File: config.mk
export PLATFORM = sky130hd
export DESIGN_NAME = mem_arbiter
export DESIGN_NICKNAME = d
export VERILOG_FILES = /design/src/rtl/mem_arbiter.sv
export SDC_FILE = /design/constraint.sdc
export NUM_CORES = 1
export LEC_CHECK = 0
export CORE_ASPECT_RATIO = 0.9
export CORE_MARGIN = 2
export CORE_UTILIZATION = 30
export CTS_BUF_LIST = sky130_fd_sc_hd__clkbuf_8
export DETAILED_ROUTE_END_ITERATION = 8
export PLACE_DENSITY = 0.78
export SYNTH_ARGS = -nofsm -noshare
export SYNTH_HDL_FRONTEND = slang
export SYNTH_SLANG_ARGS = --single-unit
File: constraint.sdc
create_clock -name clk -period 1.95 [get_ports clk]
set_input_delay 0.2925 -clock clk [delete_from_list [all_inputs] [get_ports clk]]
set_output_delay 0.2925 -clock clk [all_outputs]
set_load 0.005 [all_outputs]
File: src/rtl/mem_arbiter.sv
// mem_arbiter: shares main memory between I-cache fills, D-cache fills and D-cache write-through
module mem_arbiter #(
  parameter int BLOCK_WORDS = 8,
  parameter int ADDR_W = 16,
  localparam int OW = $clog2(BLOCK_WORDS)
) (
  input  logic              clk,
  input  logic              rst,
  input  logic              ic_miss,
  input  logic [ADDR_W-1:0] ic_addr,
  output logic              ic_fill_valid,
  output logic [15:0]       ic_fill_data,
  output logic [OW-1:0]     ic_fill_offset,
  output logic              ic_done,
  input  logic              dc_miss,
  input  logic [ADDR_W-1:0] dc_addr,
  input  logic              dc_wr_req,
  input  logic [15:0]       dc_wr_data,
  output logic              dc_fill_valid,
  output logic [15:0]       dc_fill_data,
  output logic [OW-1:0]     dc_fill_offset,
  output logic              dc_done,
  output logic              dc_wr_done,
  output logic              mem_en,
  output logic              mem_wr,
  output logic [ADDR_W-1:0] mem_addr,
  output logic [15:0]       mem_wdata,
  input  logic [15:0]       mem_rdata,
  input  logic              mem_data_valid,
  output logic              busy,
  output logic [1:0]        owner
);
  typedef enum logic [1:0] {IDLE = 2'd0, IFILL = 2'd1, DFILL = 2'd2, DWRITE = 2'd3} state_t;
  state_t state, nextState;
  logic [OW:0] issueCnt;
  logic [OW-1:0] recvCnt;
  logic [ADDR_W-1:0] base;
  logic lastOwnerD;
  logic filling, issuing, rxValid, lastWord;
  // arbitration, fill progress and next state; write beats over a pending miss, fills alternate on contention
  always_comb begin
    filling = state == IFILL || state == DFILL;
    issuing = filling && !issueCnt[OW];
    rxValid = filling && mem_data_valid;
    lastWord = rxValid && recvCnt == OW'(BLOCK_WORDS - 1);
    nextState = state == IDLE ? (dc_wr_req ? DWRITE :
                                 (dc_miss && ic_miss) ? (lastOwnerD ? IFILL : DFILL) :
                                 dc_miss ? DFILL : ic_miss ? IFILL : IDLE) :
                (state == DWRITE || lastWord) ? IDLE : state;
  end
  // state, counters, block base and fairness bit; recvCnt wraps back to 0 on the last word
  always_ff @(posedge clk or posedge rst) begin
    if (rst) begin
      state <= IDLE;
      issueCnt <= '0;
      recvCnt <= '0;
      base <= '0;
      lastOwnerD <= 1'b0;
    end else begin
      state <= nextState;
      if (state == IDLE) base <= (nextState == DFILL ? dc_addr : ic_addr) & ~ADDR_W'(2 * BLOCK_WORDS - 1);
      if (issuing) issueCnt <= issueCnt + 1'b1;
      if (rxValid) recvCnt <= recvCnt + 1'b1;
      if (lastWord) begin
        issueCnt <= '0;
        lastOwnerD <= state == DFILL;
      end
      if (state == DWRITE) lastOwnerD <= 1'b1;
    end
  end
  assign mem_en = issuing || state == DWRITE;
  assign mem_wr = state == DWRITE;
  assign mem_addr = issuing ? base | ADDR_W'({issueCnt[OW-1:0], 1'b0}) :
                    state == DWRITE ? {dc_addr[ADDR_W-1:1], 1'b0} : '0;
  assign mem_wdata = state == DWRITE ? dc_wr_data : '0;
  assign dc_wr_done = state == DWRITE;
  assign ic_fill_valid = rxValid && state == IFILL;
  assign ic_fill_data = ic_fill_valid ? mem_rdata : '0;
  assign ic_fill_offset = ic_fill_valid ? recvCnt : '0;
  assign ic_done = lastWord && state == IFILL;
  assign dc_fill_valid = rxValid && state == DFILL;
  assign dc_fill_data = dc_fill_valid ? mem_rdata : '0;
  assign dc_fill_offset = dc_fill_valid ? recvCnt : '0;
  assign dc_done = lastWord && state == DFILL;
  assign busy = state != IDLE;
  assign owner = state;
endmodule

* Yosys cells after proc, flatten, opt, wreduce, memory -nomap -nowiden *
Index checks and enable logic that the tools add are counted.

word-level totals
  output and inout bits = 80
  input bits = 70
  register bits = 22
  word-level logic and storage cells = 48

cells by class
  $add $sub $neg = 2
  reduce and logical (&&, ||, !) cells = 16
  multiplexer cells = 19
  equality and inequality tests = 5
  bitwise gates (word level) = 1

operators by type and width
  operator             number
  $mux 16              6
  $or 16x4->16         1
  $mux 2               6
  $logic_and 1x1->1    8
  $mux 4               2
  $eq 2x2->1 const B   3
  $mux 3               2
  $reduce_bool 2->1    3
  $add 4x1->4 const B  1
  $add 3x1->3 const B  1
  $eq 3x3->1 const B   1
  $logic_or 1x1->1     3
  $mux 1               3
  $eq 2x1->1 const B   1
  $logic_not 2->1      1
  $logic_not 1->1      1

* Logic depth before layout (Yosys ltp) *
  depth in word-level cells = 9
  depth in mapped cells = 8
  depth with buffers taken out = 6

* Worst setup path before layout *
No wires, ideal clock.

  path type = reg-to-output
  start point = register state[0] (netlist: owner[0])
  end point = output mem_addr[10]
  path slack = 12 ps
  stages on the path, launching flop included = 8
  data required time = 1657 ps
  buffers on the path = 2
  arrival = 1646 ps
  cell sequence = dfrtp_1 inv_1 ha_1 nor2b_1 clkbuf_1 clkbuf_1 nand2_1 o21ai_0

on the way
  longest elaborated chain between the ends = 4
  elaborated cells between the ends (all ways) = 7
  classes of those cells = eq/ne: 3; mux: 2; reduce/logical: 2

RTL lines
  item                                      line  RTL
  start, declared                           34    state_t state, nextState;
  start signal, assigned                    60    state <= nextState;
  $eq 2x1->1 or $eq 2x2->1 (tied branches)  42    filling = state == IFILL || state == DFILL;
  $logic_or 1x1->1                          42
  $logic_and 1x1->1                         43    issuing = filling && !issueCnt[OW];
  $mux 16 (*)                               73    assign mem_addr = issuing ? base | ADDR_W'({issueCnt[OW-1:0], 1'b0}) :
  end, declared                             26    output logic [ADDR_W-1:0] mem_addr,

Every way passes the cells marked *; elsewhere a longest branch is shown, timed or not.

* Worst setup path after layout *
  start point = register state[0] (netlist: owner[0])
  end point = register base[5]

on the way
  longest elaborated chain between the ends = 9
  elaborated cells between the ends (all ways) = 12
  classes of those cells = eq/ne: 4; mux: 3; reduce/logical: 5

RTL lines
  item                                      line  RTL
  $eq 2x1->1 or $eq 2x2->1 (tied branches)  42
  $logic_or 1x1->1                          42
  $logic_and 1x1->1                         44    rxValid = filling && mem_data_valid;
  $logic_and 1x1->1                         45    lastWord = rxValid && recvCnt == OW'(BLOCK_WORDS - 1);
  $logic_or 1x1->1                          49    (state == DWRITE || lastWord) ? IDLE : state;
  $mux 2                                    49
  $mux 2                                    46    nextState = state == IDLE ? (dc_wr_req ? DWRITE :
  $eq 2x2->1                                61    if (state == IDLE) base <= (nextState == DFILL ? dc_addr : ic_addr) & ~ADDR_W'(2 * BLOCK_WORDS - 1);
  $mux 16                                   61
  end signal, assigned                      61
  end, declared                             37    logic [ADDR_W-1:0] base;

Several ways; a longest one is shown, not always the timed one.
A chain may end at the register's enable or synchronous reset.

==> impl_metrics.json <==
{
  "cts_tree": "yes",
  "slew_viol_final": 0,
  "pre_cts_ws_ps": -225,
  "cp.required_ps": 2100,
  "clkTransAtPathRegs_ps": 80,
  "fin_util": 0.649,
  "layout.nets": 498,
  "rr_worst_depth": 10,
  "grt_pass1_vias": 2318,
  "peakVddDrop_uv": 858,
  "synth-seq-cells": 22,
  "hold_class": "input port to asynchronous set/reset pin",
  "finalPower_mw": 5.65,
  "placedCellCount": 463,
  "vias": 2449,
  "status": "finished with violations",
  "fin_crit_sh": 1.05,
  "cp-endpoint": "base[5]",
  "rsz0062_at_grt": "yes",
  "avgSynthCellArea_um2": 7.46,
  "clk_latency_ps": 260,
  "arrival_ps": 2200,
  "initial_utilization": 0.305,
  "syn_inst": 246,
  "final_cell_count_no_fill": 491,
  "postRouteAntennaNets": 0,
  "syn_nets": 323,
  "drive_above_1_share": 0.363,
  "placed_area_um2": 3510,
  "setup_ws_ps": -100,
  "clock.fmax_mhz": 488,
  "violations": "negative setup slack",
  "grt_overflow": 0,
  "syn_to_final_growth_pct": 113,
  "yosys.area.top_type": "dfrtp_1",
  "cts_buffer_depth": 2,
  "via_per_inst": 4.99,
  "reg2reg_slack_ps": -100,
  "cellPowerDensity_nw_per_um2": 1450,
  "whs_ps": 367,
  "skew_ps": 1.76,
  "wl_um": 8120,
  "cts_hold_buf": 0,
  "diodes": 0,
  "crit_path_max_fanout": 6,
  "slowest_stage": "dfrtp_1",
  "tns_ps": -1220,
  "ios": 150,
  "rr_endpoint": "base[5]",
  "cts_root_buffer": "clkbuf_8",
  "ys_seq_area_frac": 0.300,
  "die_width_um": 86.5,
  "post-dp-hpwl_um": 4970,
  "post_drt_wl_per_cell_um": 16.5,
  "synth_top_area_share": 0.300,
  "row_count": 27,
  "antenna_found_initial": 0,
  "clock-sinks": 22,
  "crit_top_cell": "buf_6",
  "hold_viol": 0,
  "grt_start_max_net_pins": 26,
  "startpoint": "owner[0]",
  "numCtsBuffers": 3,
  "worstSetupPathType": "register to register",
  "portBuffers": 143,
  "critical-path-max-stage-delay_ps": 410,
  "endpoint_kind": "register",
  "synth_area_um2": 1840,
  "gp_congestion": 0.788,
  "yosysUniqueCellTypes": 29,
  "cp-start-kind": "register",
  "cap_violations": 0,
  "track_usage": 0.215,
  "setup_violations": 34,
  "p_leak_nw": 1.95,
  "fin_crit_ps": 2050,
  "dr.pass1.iters": 4,
  "dr.first_iter.drc_count": 109,
  "coreArea_um2": 6010,
  "cp_cell_sequence": "inv_2 -> ha_4 -> buf_6 -> buf_6 -> a311oi_4 -> buf_4 -> o2bb2ai_4 -> clkbuf_16 -> o31a_1 -> a21oi_2",
  "die-area_um2": 6760,
  "drcViolationCount": 0,
  "die_h_um": 78.2,
  "r2r-start": "owner[0]",
  "cts.htree.levels": 1,
  "design_area_um2": 3900,
  "synth_top_cells_by_area": "dfrtp_1 30%, and2_1 13%, o21ai_0 7.9%",
  "ys_warn_count": 0,
  "grt_pass1_wl_um": 11700
}
-- how the worst min path moves through the flow --
stage                     start          end  depth (start not counted)
floorplan                   rst     base[10]                          1
global placement       base[13]     base[13]                          2
detailed placement  issueCnt[3]  issueCnt[3]                          2
CTS                         rst  issueCnt[1]                          3
global route                rst  issueCnt[1]                          3
finish                      rst  issueCnt[1]                          3
-- flip-flops by register name, indices dropped and copies added, names as in the netlist --
signal,flops
lastOwnerD,1
issueCnt,4
owner,2
base,12
recvCnt,3
-- power breakdown --
part | leakage, nW | switching (mW) | internal (mW)
sequential | 0.250 | 0.170 | 0.694
combinational | 1.68 | 1.97 | 2.53
clock | 0.0216 | 0.148 | 0.138
-- metal layers --
layer  vias to the layer above  routed length [um]  global-route usage
met1                      1199                3380               0.280
li1                       1159                   -                   -
met4                         0                  78              0.0281
met2                        82                4290               0.387
met3                         9                 370              0.0284
met5                         -                   0                   0
-- cell usage after synthesis --
cell type  count
a21oi_1       11
a21oi_2        1
a2bb2oi_2      1
a311oi_2       1
a41oi_1        1
and2_1        38
and3_1        21
and3b_1        1
buf_2          3
buf_4          2
buf_6          2
clkbuf_1      16
conb_1         1
dfrtp_1       22
ha_1           7
inv_1         17
mux2_2         2
mux2i_1        1
nand2_1       32
nor2_1        16
nor2b_1        2
nor3b_1        1
o21ai_0       29
o2bb2ai_2      1
o31a_1        12
or2_2          1
or3_1          1
xnor2_1        2
xor2_1         1
-- area by class of cell --
type                    count  area [um2]
fillers                   505        2110
repair buffers            193        1870
flip-flops and latches     22         551
well taps                  72        90.1
clock buffers               3        41.3
multi-input cells         184        1290
inverters                  17        63.8
-- worst max-delay path, delay by kind of cell, from the launching register on --
family	cells	cell delay [ps]
buf+inv	5	700
compound gates	4	610
flops	1	410
fa+ha+maj	1	220
-- layout by cell type, fill, tap and decap left out, types with 9 or more instances in the layout --
| cell | Yosys | final |
|---|---|---|
| clkdlybuf4s50_1 | 0 | 68 |
| nand2_1 | 32 | 31 |
| and2_1 | 38 | 29 |
| clkbuf_2 | 0 | 25 |
| buf_4 | 2 | 23 |
| dfrtp_1 | 22 | 22 |
| buf_6 | 2 | 22 |
| buf_2 | 3 | 21 |
| and3_1 | 21 | 19 |
| nor2_1 | 16 | 16 |
| inv_1 | 17 | 15 |
| o21ai_0 | 29 | 12 |
| o31a_1 | 12 | 12 |
| o21ai_2 | 0 | 12 |
| dlygate4sd2_1 | 0 | 11 |
| and2_4 | 0 | 9 |
-- what timing repair did --
action | 4_1_cts | 5_1_grt
endpoints found under the hold margin | 0 | 0
gates resized for setup | 189 | 124
setup buffers | 7 | 11
pin swaps | 8 | 20
endpoints found under the setup margin | 83 | 74
cloned | 6 | 4
-- logic make-up after synthesis --
family	count (synthesis)	share of synthesized area
compound gates	57	0.200
other cells	1	0.00204
xor+xnor	3	0.0143
buf+inv	40	0.0961
flops	22	0.300
fa+ha+maj	7	0.0477
simple gates	113	0.322
mux	3	0.0177
Power figures use the tool's default switching activity.
